<file path="config.mk">
export PLATFORM = sky130hd
export DESIGN_NAME = audio_dac_serializer_flat
export DESIGN_NICKNAME = d
export VERILOG_FILES = /design/src/rtl/audio_dac_serializer_if.sv /design/src/rtl/audio_dac_serializer.sv /design/src/flat_wrapper.sv
export SDC_FILE = /design/constraint.sdc
export NUM_CORES = 1
export LEC_CHECK = 0
export BUFFER_PORTS_ARGS = -buffer_cell sky130_fd_sc_hd__buf_2
export CELL_PAD_IN_SITES_DETAIL_PLACEMENT = 1
export CELL_PAD_IN_SITES_GLOBAL_PLACEMENT = 2
export CORE_ASPECT_RATIO = 0.5
export CORE_MARGIN = 5
export CORE_UTILIZATION = 30
export DETAILED_ROUTE_END_ITERATION = 8
export GPL_ROUTABILITY_DRIVEN = 1
export PLACE_DENSITY = 0.56
export SLEW_MARGIN = 20
export SYNTH_ARGS = -nofsm -noshare
export SYNTH_HDL_FRONTEND = slang
export SYNTH_SLANG_ARGS = --single-unit
</file>
<file path="constraint.sdc">
create_clock -name CLOCK_50 -period 3.8 [get_ports CLOCK_50]
set_input_delay 0.76 -clock CLOCK_50 [delete_from_list [all_inputs] [get_ports CLOCK_50]]
set_output_delay 0.76 -clock CLOCK_50 [all_outputs]
set_load 0.01 [all_outputs]
</file>
<file path="src/rtl/audio_dac_serializer_if.sv">
// ----------------------------------------------------------------------------
// audio_dac_serializer_if
//
// Stereo PCM frame stream from the tone generators/mixer into the I2S
// serializer.
//
// Signals
//   left_in     [31:0]  left sample, two's complement
//   right_in    [31:0]  right sample, two's complement
//   frame_valid         left_in/right_in carry a frame
//   frame_ready         serializer FIFO can accept a frame
//
// Handshake: a frame is transferred on every CLOCK_50 edge where
// frame_valid && frame_ready are both high. While frame_valid is high and
// frame_ready is low, the master holds left_in/right_in stable and keeps
// frame_valid asserted. frame_ready does not depend on frame_valid.
//
// Modports
//   master  frame source (drives data and valid, observes ready)
//   slave   serializer   (observes data and valid, drives ready)
// ----------------------------------------------------------------------------
interface audio_dac_serializer_if;
    logic [31:0] left_in;
    logic [31:0] right_in;
    logic        frame_valid;
    logic        frame_ready;

    modport master (
        output left_in,
        output right_in,
        output frame_valid,
        input  frame_ready
    );

    modport slave (
        input  left_in,
        input  right_in,
        input  frame_valid,
        output frame_ready
    );
endinterface

</file>
<file path="src/rtl/audio_dac_serializer.sv">
// ----------------------------------------------------------------------------
// audio_dac_serializer
//
// Buffers stereo 32-bit PCM frames in a small FIFO and plays them out as an
// I2S bus master towards the codec DAC. BCLK, LRCK and serial data are all
// generated from CLOCK_50. When a frame slot starts with the FIFO empty, a
// silent (all-zero) frame is played and underflow pulses for one cycle.
//
// Parameters
//   BCLK_DIV    CLOCK_50 cycles per BCLK half-period (>= 2)
//   FIFO_DEPTH  frame FIFO entries (power of two, >= 2)
//
// Ports
//   CLOCK_50     in   system clock
//   reset        in   synchronous, active-high
//   pcm          slave side of the frame stream (left/right/valid/ready)
//   fifo_level   out  frames currently buffered
//   underflow    out  one-cycle pulse: frame slot started with FIFO empty
//   AUD_BCLK     out  I2S bit clock
//   AUD_DACLRCK  out  0 = left channel, 1 = right channel
//   AUD_DACDAT   out  serial data, MSB first, one BCLK after the LRCK edge
// ----------------------------------------------------------------------------
module audio_dac_serializer #(
    parameter int BCLK_DIV   = 8,
    parameter int FIFO_DEPTH = 4
) (
    input  logic                         CLOCK_50,
    input  logic                         reset,
    audio_dac_serializer_if.slave        pcm,
    output logic [$clog2(FIFO_DEPTH):0]  fifo_level,
    output logic                         underflow,
    output logic                         AUD_BCLK,
    output logic                         AUD_DACLRCK,
    output logic                         AUD_DACDAT
);

    localparam int PTR_W = $clog2(FIFO_DEPTH);
    localparam int LVL_W = PTR_W + 1;
    localparam int DIV_W = $clog2(BCLK_DIV);

    // ------------------------------------------------------------------
    // State
    // ------------------------------------------------------------------
    logic [DIV_W-1:0] div_cnt;
    logic [5:0]       bit_cnt;          // current slot, 0..63
    logic [63:0]      frame_reg;        // frame being serialized, {left,right}
    logic             saved_lsb;        // bit 0 of the frame that just ended
    logic [63:0]      mem [FIFO_DEPTH];
    logic [PTR_W-1:0] wr_ptr;
    logic [PTR_W-1:0] rd_ptr;

    // ------------------------------------------------------------------
    // Combinational decode
    // ------------------------------------------------------------------
    logic             bclk_edge;        // div_cnt wraps, BCLK toggles
    logic             fall_event;       // BCLK about to go 1 -> 0
    logic [5:0]       bit_cnt_next;
    logic             slot0_entry;      // fall event that starts a new frame
    logic             fifo_empty;
    logic             fifo_full;
    logic             push;
    logic             pop;
    logic [5:0]       slot_bit;         // frame_reg bit driven in the new slot
    logic             dat_next;
    logic [63:0]      frame_next;
    logic [LVL_W-1:0] level_next;

    always_comb begin
        bclk_edge    = (div_cnt == DIV_W'(BCLK_DIV - 1));
        fall_event   = bclk_edge && AUD_BCLK;
        bit_cnt_next = bit_cnt + 6'd1;
        slot0_entry  = fall_event && (bit_cnt_next == 6'd0);

        fifo_empty   = (fifo_level == '0);
        fifo_full    = (fifo_level == LVL_W'(FIFO_DEPTH));

        // Ready comes only from the registered level, so a push can never
        // be accepted into a full FIFO even when a pop happens on the same
        // edge.
        push         = pcm.frame_valid && !fifo_full;
        // An empty FIFO at slot 0 is an underflow, not a pop; a push on the
        // same edge is simply stored.
        pop          = slot0_entry && !fifo_empty;
    end

    assign pcm.frame_ready = !fifo_full;

    // I2S one-bit delay: slot s (1..63) carries frame_reg[64-s], which is
    // the 6-bit two's complement of s. Slot 0 carries the previous frame's
    // bit 0, which frame_reg no longer holds after the slot-0 load.
    always_comb begin
        slot_bit   = 6'd0 - bit_cnt_next;
        dat_next   = slot0_entry ? saved_lsb : frame_reg[slot_bit];
        frame_next = fifo_empty ? 64'h0 : mem[rd_ptr];
    end

    always_comb begin
        level_next = fifo_level;
        case ({push, pop})
            2'b10:   level_next = fifo_level + LVL_W'(1);
            2'b01:   level_next = fifo_level - LVL_W'(1);
            default: level_next = fifo_level;
        endcase
    end

    // ------------------------------------------------------------------
    // Frame storage (no reset needed: pointers define what is valid)
    // ------------------------------------------------------------------
    always_ff @(posedge CLOCK_50) begin
        if (!reset && push) begin
            mem[wr_ptr] <= {pcm.left_in, pcm.right_in};
        end
    end

    // ------------------------------------------------------------------
    // BCLK divider, slot counter, pins and FIFO pointers
    // ------------------------------------------------------------------
    always_ff @(posedge CLOCK_50) begin
        if (reset) begin
            div_cnt     <= '0;
            AUD_BCLK    <= 1'b0;
            bit_cnt     <= 6'd63;   // first fall event enters slot 0
            AUD_DACLRCK <= 1'b1;
            AUD_DACDAT  <= 1'b0;
            underflow   <= 1'b0;
            frame_reg   <= 64'h0;
            saved_lsb   <= 1'b0;
            wr_ptr      <= '0;
            rd_ptr      <= '0;
            fifo_level  <= '0;
        end else begin
            underflow <= 1'b0;

            if (bclk_edge) begin
                div_cnt  <= '0;
                AUD_BCLK <= ~AUD_BCLK;
            end else begin
                div_cnt  <= div_cnt + DIV_W'(1);
            end

            // All pins change together with the BCLK falling edge so the
            // codec sees them stable over the whole high phase.
            if (fall_event) begin
                bit_cnt     <= bit_cnt_next;
                AUD_DACLRCK <= bit_cnt_next[5];
                AUD_DACDAT  <= dat_next;
                // Entering the last slot: remember bit 0 for the coming
                // slot 0, since frame_reg is overwritten there.
                if (bit_cnt_next == 6'd63) begin
                    saved_lsb <= frame_reg[0];
                end
            end

            if (slot0_entry) begin
                frame_reg <= frame_next;
                underflow <= fifo_empty;
            end

            if (push) begin
                wr_ptr <= wr_ptr + PTR_W'(1);
            end
            if (pop) begin
                rd_ptr <= rd_ptr + PTR_W'(1);
            end
            fifo_level <= level_next;
        end
    end

endmodule

</file>
<file path="src/flat_wrapper.sv">
// flat-port wrapper written by rule: the top's interface ports become plain ports
module audio_dac_serializer_flat 
#(
    parameter int BCLK_DIV   = 8,
    parameter int FIFO_DEPTH = 4
)
  (CLOCK_50, reset, fifo_level, underflow, AUD_BCLK, AUD_DACLRCK, AUD_DACDAT, pcm_left_in, pcm_right_in, pcm_frame_valid, pcm_frame_ready);
  audio_dac_serializer_if pcm_i ();
  input  logic CLOCK_50;
  input  logic reset;
  output logic [$clog2(FIFO_DEPTH):0] fifo_level;
  output logic underflow;
  output logic AUD_BCLK;
  output logic AUD_DACLRCK;
  output logic AUD_DACDAT;
  input wire logic [$bits(pcm_i.left_in)-1:0] pcm_left_in;
  input wire logic [$bits(pcm_i.right_in)-1:0] pcm_right_in;
  input wire logic [$bits(pcm_i.frame_valid)-1:0] pcm_frame_valid;
  output wire logic [$bits(pcm_i.frame_ready)-1:0] pcm_frame_ready;
  assign pcm_i.left_in = pcm_left_in;
  assign pcm_i.right_in = pcm_right_in;
  assign pcm_i.frame_valid = pcm_frame_valid;
  assign pcm_frame_ready = pcm_i.frame_ready;
  audio_dac_serializer #(.BCLK_DIV(BCLK_DIV), .FIFO_DEPTH(FIFO_DEPTH)) u_core (.CLOCK_50(CLOCK_50), .reset(reset), .pcm(pcm_i), .fifo_level(fifo_level), .underflow(underflow), .AUD_BCLK(AUD_BCLK), .AUD_DACLRCK(AUD_DACLRCK), .AUD_DACDAT(AUD_DACDAT));
endmodule
</file>
==> impl_metrics.ini, run 1 <==
[finish]
layout.nets = 945
num_antenna_cells = 0
stdcell_count = 1483
syn2layout_area_growth_pct = 16.5
largest_reg_flops = 256
drive_gt1_share_pct = 26.1
finish.instance_area_um2 = 15500
utilization_pct = 35.4

[detailed_routing]
ant_nets = 0
wire_per_inst_um = 20.2
via_per_inst = 4.72
dr.pass1.iters = 5
num_vias = 7006
wirelength_um = 30000
drcViolationCount = 0
drtIter0Drc = 391

[cts]
postCtsSetupBuffers = 0
cts_tree = done
cts.htree.levels = 2
cts_resized = 0
clkTransAtPathRegs_ns = 0.07
root_buffer = clkbuf_16
hold_buffers = 0
worstSkewPairLatency_ns = 0.54
cts_sinks = 342
numCtsBuffers = 35
clockBufferDepth = 3

[synthesis]
yosysSeqAreaShare_pct = 70.9
async_flop_share_pct = 0
synth_common_cells = edfxtp_1 (256), dfxtp_1 (86), mux4_2 (80), a21oi_1 (71), nand2_1 (71)
synthFlopType = edfxtp_1
synth.area.top_cells = edfxtp_1 (58%), mux4_2 (14%), dfxtp_1 (13%), a21oi_1 (2.7%), nand3_1 (2.6%)
synth.avg_cell_area_um2 = 16.6
yosysMostFrequentCell = edfxtp_1
synth-edff-count = 256
synthesis.nets = 874
synth_warnings = 0
ys_ff_latch = 342
yosysTopAreaCell = edfxtp_1
ys_types = 48
netlist_instances = 797
synth_area_um2 = 13300
synth_top_area_share_pct = 58.0

[die]
pin_count = 75
fp.dieH_um = 159
die_area_um2 = 48800
die_w_um = 307
start_util_pct = 30.4
coreArea_um2 = 43600
placementRows = 54

[worst_setup_path]
regToRegSetupSlack_ns = 0.59
critical_path_required_ns = 4.17
crit_path_start_kind = flip-flop
crit_path_end_kind = flip-flop
crit_buf_inv = 2
slowest_stage = ha_1
slowest_delay_ns = 0.57
crit_path_max_fanout = 15
worstPathCellList = inv_1 > ha_1 > buf_4 > mux4_2 > a311o_1 > o211ai_1 > o211ai_2 > o211ai_1 > a211oi_2
arrival_ns = 3.58
reg2reg_depth = 9
crit_top_cell = o211ai_1
r2r_end = u_core.AUD_DACDAT$_SDFFE_PP0P_
path_class = reg -> reg
cp_top_family = compound AO/OA/AOI/OAI gates
r2r_start = u_core.bit_cnt[0]$_SDFFE_PP1P_

[global_route]
grtUsageTotal_pct = 12.3
grt_pass1_wl_um = 46200
grt_start_max_net_pins = 86
grt_pass1_vias = 7434
antenna_found_initial = 0
overflow = 0

[sta]
slew_headroom_pct = 36.5
timing.setup.tns_ns = 0
slew_violations = 0
rsz0062_at_grt = no
fin_crit_sh_pct = 84.4
setup_violations = 0
tightestPinTransition_ns = 0.952
fin_worst_skew_ns = 0.0205
finalWorstPathRequiredPeriod_ns = 3.21
hold_violations = 0
max_clock_freq_ghz = 0.312

[worst_hold_path]
whs_path_depth = 1
hold_end = u_core.div_cnt[0]$_SDFF_PP0_
hp-class = reg -> reg
holdCritStartpoint = u_core.div_cnt[0]$_SDFF_PP0_

[placed_design]
gp_routability_congestion = 0.720
dpl-instance-area_um2 = 14300
dp.final_hpwl_um = 18000
post-place-cells = 1419
placement.io_buffers = 74

[power]
peakVddDrop_mv = 0.240
power.density_nw_per_um2 = 506
finalPower_mw = 7.82
p_leak_nw = 4.92

[run_status]
outcome = finished clean

[job]
maxCapViolations = 0
worst max path at each step:
stage                                   start                              to  slack, ns  depth (start not counted)
2_1_floorplan                           reset      u_core.mem[0][0]$_DFFE_PP_       0.80                          3
3_3_place_gp   u_core.bit_cnt[0]$_SDFFE_PP1P_  u_core.AUD_DACDAT$_SDFFE_PP0P_       0.70                          9
3_5_place_dp   u_core.bit_cnt[0]$_SDFFE_PP1P_  u_core.AUD_DACDAT$_SDFFE_PP0P_       0.55                          9
4_1_cts        u_core.bit_cnt[0]$_SDFFE_PP1P_  u_core.AUD_DACDAT$_SDFFE_PP0P_       0.53                          9
5_1_grt        u_core.bit_cnt[0]$_SDFFE_PP1P_  u_core.AUD_DACDAT$_SDFFE_PP0P_       0.35                         10
6_report       u_core.bit_cnt[0]$_SDFFE_PP1P_  u_core.AUD_DACDAT$_SDFFE_PP0P_       0.59                          9
worst register-to-register path, stage by stage (launching register included):
cell and delay [ns]:
dfxtp_1 0.50, inv_1 0.22, ha_1 0.57, buf_4 0.35, mux4_2 0.56, a311o_1 0.37
o211ai_1 0.13, o211ai_2 0.13, o211ai_1 0.14, a211oi_2 0.09
layout make-up:
| class | count | area, um^2 |
|---|---|---|
| Clock buffer | 49 | 928 |
| Clock inverter | 15 | 204 |
| Fill cell | 4451 | 28200 |
| Inverter | 7 | 26.3 |
| Multi-Input combinational cell | 393 | 3600 |
| Sequential cell | 342 | 9410 |
| Tap cell | 588 | 736 |
| Timing Repair Buffer | 89 | 546 |
metrics by stage:
step                      hold slack (ns)  worst slack (ns)
after floorplan                     0.404             0.799
after global placement              0.412             0.701
after detailed placement            0.423             0.548
after CTS                           0.408             0.532
after global routing                0.416             0.346
final                               0.432             0.595
metal layers:
metal	up-vias	global-route usage, %	part of all wire, %
met5	-	0	0
met3	34	2.51	3.7
li1	3230	-	-
met1	3666	17.5	48
met2	76	19.9	47
met4	0	2.60	1.3
cells in the final DEF, fill, tap and decap left out, drive strengths merged, types with 2 or more instances in the layout:
master	count
and3	3
nand3	68
xor2	6
edfxtp	256
clkinv	7
mux2i	10
a21boi	2
and2	8
nor3b	2
mux4	80
nand2b	5
clkbuf	49
dfxtp	86
mux2	3
nand4	2
a21oi	71
xnor2	8
nor2	17
inv	10
bufinv	4
ha	9
nand2	73
o21ai	3
nor3	3
buf	89
or3	3
o211ai	4
cell families (layout without fill, tap and decap cells):
kind of cell	Yosys count	after routing	share of synthesized area, %
adder cells (fa/ha/maj)	10	10	1.00
multiplexers	93	93	14.6
flip-flops	342	342	70.9
buffers and inverters	62	160	2.05
XOR/XNOR	14	14	0.924
AND/OR/NAND/NOR	189	189	6.80
AO/OA/AOI/OAI	87	87	3.71
where the power goes:
part	total, mW	switching [mW]	leakage [nW]	internal [mW]
clock	3.45	1.45	0.547	2.01
combinational	0.252	0.171	1.35	0.0806
sequential	4.12	0.0193	3.02	4.10
total	7.82	1.64	4.92	6.19
Note: power is estimated with default switching activity, not from simulation.
==> run 2, diff against run 1 <==
Clock period 3.8 ns to 3.15 ns, I/O delays scaled along.
==> impl_metrics.ini, run 2 (synthesis gave the netlist of run 1 again) <==
[finish]
largest_reg_flops = 256
mostFrequentLayoutCell = edfxtp_1
syn2layout_area_growth_pct = 16.3
multi_input_area_um2 = 3600
nFillCells = 4454
num_antenna_cells = 0
finish.instance_area_um2 = 15400
layout.nets = 947
final_cell_mix = edfxtp_1 (256), dfxtp_1 (84), mux4_2 (80), buf_2 (74), a21oi_1 (71)
stdcell_count = 1483
seq_area_um2 = 9410
drive_gt1_share_pct = 26.4

[die]
die_area_um2 = 48800
pin_count = 75
start_util_pct = 30.4
fp.dieH_um = 159
coreArea_um2 = 43600
placementRows = 54
die_w_um = 307

[global_route]
grtUsageTotal_pct = 12.4
grt_pass1_vias = 7691
overflow = 0
grt_start_max_net_pins = 86
grt_pass1_wl_um = 46700
antenna_found_initial = 2

[cts]
worstSkewPairLatency_ns = 0.51
root_buffer = clkbuf_16
clkTransAtPathRegs_ns = 0.06
postCtsSetupBuffers = 0
hold_buffers = 0
cts_sinks = 342
numCtsBuffers = 35
cts_tree = done
cts.htree.levels = 2
clockBufferDepth = 3
cts_resized = 0

[detailed_routing]
routed-wl-met3_um = 1160
drcViolationCount = 0
ant_nets = 0
wire_per_inst_um = 20.3
via_per_inst = 4.76
dr.pass1.iters = 4
topRoutingLayerUsed = met5
m1WireLength_um = 14100
num_vias = 7052
wirelength_um = 30100
drtIter0Drc = 396
wl_met2_um = 14300

[worst_hold_path]
hp-class = in -> reg

[sta]
tightestPinTransition_ns = 0.961
rsz0062_at_grt = no
fin_crit_sh_pct = 90.6
setup_slack_ns = 0.297
setup_violations = 0
hold_violations = 0
slew_headroom_pct = 35.9
slew_violations = 0
timing.setup.tns_ns = 0
finalWorstPathRequiredPeriod_ns = 2.85
max_clock_freq_ghz = 0.350
fin_worst_skew_ns = 0.0111

[worst_setup_path]
crit_top_cell = o211ai_1
slowest_delay_ns = 0.50
crit_path_end_kind = flip-flop
critical_path_required_ns = 3.50
cp_top_family = compound AO/OA/AOI/OAI gates
worstPathCellList = inv_1 > ha_1 > buf_12 > mux4_2 > a21boi_0 > a311o_1 > o211ai_1 > o211ai_2 > o211ai_1 > a211oi_2
slowest_stage = mux4_2
crit_path_start_kind = flip-flop
crit_buf_inv = 2
path_class = reg -> reg
arrival_ns = 3.21
crit_path_max_fanout = 16

[placed_design]
post-place-cells = 1421
dpl-instance-area_um2 = 14400
dp_slack_ns = 0.297
placement.io_buffers = 74
dp.final_hpwl_um = 17900
gp_routability_congestion = 0.704

[run_status]
outcome = finished clean

[power]
peakVddDrop_mv = 0.283
power.density_nw_per_um2 = 597
p_leak_nw = 4.92

[job]
maxCapViolations = 0
run 2: cell count changes in the layout (fill, tap and decap cells not counted), moves of 2 or more:
cell / change
bufinv_16: -2
clkbuf_1: -6
buf_12: +2
clkbuf_8: +2
clkinv_1: +4
inv_16: -2
run 2: per-layer routing:
metal  GRT usage, %  vias to the layer above
met5              0                        -
met4           2.86                        4
met3           2.58                       39
met2           20.8                       87
met1           16.8                     3693
li1               -                     3229
run 2: worst paths after layout:
| kind | startpoint | to | slack, ns | depth (start not counted) |
|---|---|---|---|---|
| max reg2reg | u_core.bit_cnt[0]$_SDFFE_PP1P_ | u_core.AUD_DACDAT$_SDFFE_PP0P_ | 0.30 | 10 |
| min reg2reg | u_core.div_cnt[0]$_SDFF_PP0_ | u_core.div_cnt[0]$_SDFF_PP0_ | 0.44 | 1 |
| max | u_core.bit_cnt[0]$_SDFFE_PP1P_ | u_core.AUD_DACDAT$_SDFFE_PP0P_ | 0.30 | 10 |
| min | pcm_left_in[6] | u_core.mem[2][38]$_DFFE_PP_ | 0.33 | 1 |
run 2: through the flow:
stage               total power [mW]  hold WS (ns)  util [%]
detailed placement              5.38         0.434      32.9
CTS                             9.38         0.299      35.4
global placement                5.37         0.412      32.9
global route                    9.61         0.301      35.4
finish                          9.21         0.330      35.4
floorplan                       5.22         0.404         -
run 2: worst register-to-register path: cells and delay by family, from the launching register on:
kind | cells | cell delay, ns
muxes | 1 | 0.51
DFF | 1 | 0.48
adders and majority gates | 1 | 0.45
AOI/OAI and AO/OA | 6 | 0.92
buffers and inverters | 2 | 0.33
run 2: cell type report:
cell class | count | area share [%]
Multi-Input combinational cell | 393 | 23.3
Clock inverter | 17 | 0.876
Timing Repair Buffer | 91 | 3.79
Tap cell | 588 | 4.77
Clock buffer | 45 | 6.05
Sequential cell | 342 | 61.0
Inverter | 7 | 0.170
run 2: power by group:
part | total [mW] | internal (mW) | leakage, nW | switching [mW]
logic | 0.307 | 0.0994 | 1.38 | 0.208
registers | 4.97 | 4.94 | 3.02 | 0.0233
clock network | 3.93 | 2.26 | 0.520 | 1.68
==> run 3, diff against run 2 <==
Settings changed: CELL_PAD_IN_SITES_DETAIL_PLACEMENT 1 to default, CELL_PAD_IN_SITES_GLOBAL_PLACEMENT 2 to default, PLACE_DENSITY 0.56 to 0.45.
==> impl_metrics.ini, run 3 (synthesis gave the netlist of run 1 again) <==
[detailed_routing]
drcViolationCount = 0
wire_per_inst_um = 18.9
num_vias = 7049
ant_nets = 0
drtIter0Drc = 500
dr.pass1.iters = 5
wirelength_um = 28100
via_per_inst = 4.74

[sta]
setup_slack_ns = 0.315
fin_worst_skew_ns = 0.0195
slew_headroom_pct = 39.7
slew_violations = 0
finalWorstPathRequiredPeriod_ns = 2.84
max_clock_freq_ghz = 0.353
setup_violations = 0
timing.setup.tns_ns = 0
fin_crit_sh_pct = 90.0
tightestPinTransition_ns = 0.904
hold_violations = 0
rsz0062_at_grt = no

[placed_design]
dp_slack_ns = 0.306
dp.final_hpwl_um = 17200
gp_routability_congestion = 0.757
post-place-cells = 1421
placement.io_buffers = 74

[global_route]
grt_pass1_wl_um = 44600
grt_start_max_net_pins = 86
grtUsageTotal_pct = 11.7
overflow = 0
met1_usage_pct = 16.6
grt_use_met2_pct = 18.6
grt_pass1_vias = 7405
grt_use_met3_pct = 2.59
antenna_found_initial = 2
busiest_layer = met2

[finish]
layout.nets = 948
syn2layout_area_growth_pct = 17.3
final_cell_mix = edfxtp_1 (256), dfxtp_1 (84), mux4_2 (80), buf_2 (74), a21oi_1 (71)
stdcell_count = 1487
nFillCells = 4193
drive_gt1_share_pct = 27.6
mostFrequentLayoutCell = edfxtp_1
utilization_pct = 35.7
num_antenna_cells = 0
largest_reg_flops = 256

[cts]
clkTransAtPathRegs_ns = 0.06
worstSkewPairLatency_ns = 0.52
clockBufferDepth = 3
hold_buffers = 0
cts_resized = 0
postCtsSetupBuffers = 0
cts_tree = done
numCtsBuffers = 36
root_buffer = clkbuf_16
cts.htree.levels = 2
cts_sinks = 342

[die]
die_w_um = 307
fp.dieH_um = 159
placementRows = 54
start_util_pct = 30.4
pin_count = 75
coreArea_um2 = 43600
die_area_um2 = 48800

[worst_setup_path]
crit_path_max_fanout = 8
cp_top_family = compound AO/OA/AOI/OAI gates
path_class = reg -> reg
crit_top_cell = o211ai_1
crit_buf_inv = 2
critical_path_required_ns = 3.52
arrival_ns = 3.20
worstPathCellList = inv_1 > ha_1 > buf_4 > mux4_2 > a21boi_0 > a311o_1 > o211ai_1 > o211ai_2 > o211ai_1 > a211oi_2
slowest_delay_ns = 0.50
crit_path_start_kind = flip-flop
slowest_stage = mux4_2
crit_path_end_kind = flip-flop

[power]
p_leak_nw = 4.98
peakVddDrop_mv = 0.286
power.density_nw_per_um2 = 605

[job]
maxCapViolations = 0

[worst_hold_path]
hp-class = in -> reg

[run_status]
outcome = finished clean
[run 3: cell types whose count changed in the layout (fill, tap and decap cells not counted), moves of 2 or more]
cell,before,now
clkinv_2,4,6
clkbuf_1,8,6
clkbuf_16,35,37
clkbuf_8,2,10
clkinv_1,8,2
inv_6,1,3
[run 3: final timing paths]
check	depth (start not counted)	slack, ns	startpoint	to
worst max-delay path	10	0.31	u_core.bit_cnt[0]$_SDFFE_PP1P_	u_core.AUD_DACDAT$_SDFFE_PP0P_
worst min-delay path	1	0.32	pcm_right_in[13]	u_core.mem[3][13]$_DFFE_PP_
worst min register to register	1	0.43	u_core.div_cnt[0]$_SDFF_PP0_	u_core.div_cnt[0]$_SDFF_PP0_
worst max register to register	10	0.31	u_core.bit_cnt[0]$_SDFFE_PP1P_	u_core.AUD_DACDAT$_SDFFE_PP0P_
[run 3: area by class of cell]
cell class              instances  area [um^2]  share of cell area, %
repair buffers                 91          598                   3.84
clock inverters                13          101                  0.651
flip-flops and latches        342         9410                   60.5
multi-input cells             393         3600                   23.1
clock buffers                  53         1090                   6.98
well taps                     588          736                   4.73
inverters                       7         26.3                  0.169
[run 3: through the flow]
step	cell area (um^2)	hold WS, ns	power (mW)
after floorplan	13300	0.404	5.22
after global placement	14400	0.411	5.36
after detailed placement	14400	0.427	5.37
after CTS	15600	0.290	9.58
after global routing	15600	0.292	9.80
final	15600	0.321	9.42
[run 3: where the power goes]
part	internal [mW]	total, mW	switching (mW)	leakage [nW]
logic	0.0990	0.297	0.198	1.37
clock network	2.48	4.15	1.67	0.589
registers	4.94	4.97	0.0223	3.02
[run 3: routing by layer]
| layer | share of wire (%) | up-vias |
|---|---|---|
| met5 | 0.089 | - |
| met4 | 1.6 | 4 |
| met3 | 3.8 | 49 |
| met2 | 47 | 106 |
| met1 | 48 | 3652 |
| li1 | - | 3238 |
[run 3: worst reg2reg max path, cell delays in order (launching register included)]
cell and delay (ns):
dfxtp_1 0.49, inv_1 0.21, ha_1 0.35, buf_4 0.20, mux4_2 0.50, a21boi_0 0.15
a311o_1 0.35, o211ai_1 0.11, o211ai_2 0.12, o211ai_1 0.13, a211oi_2 0.09
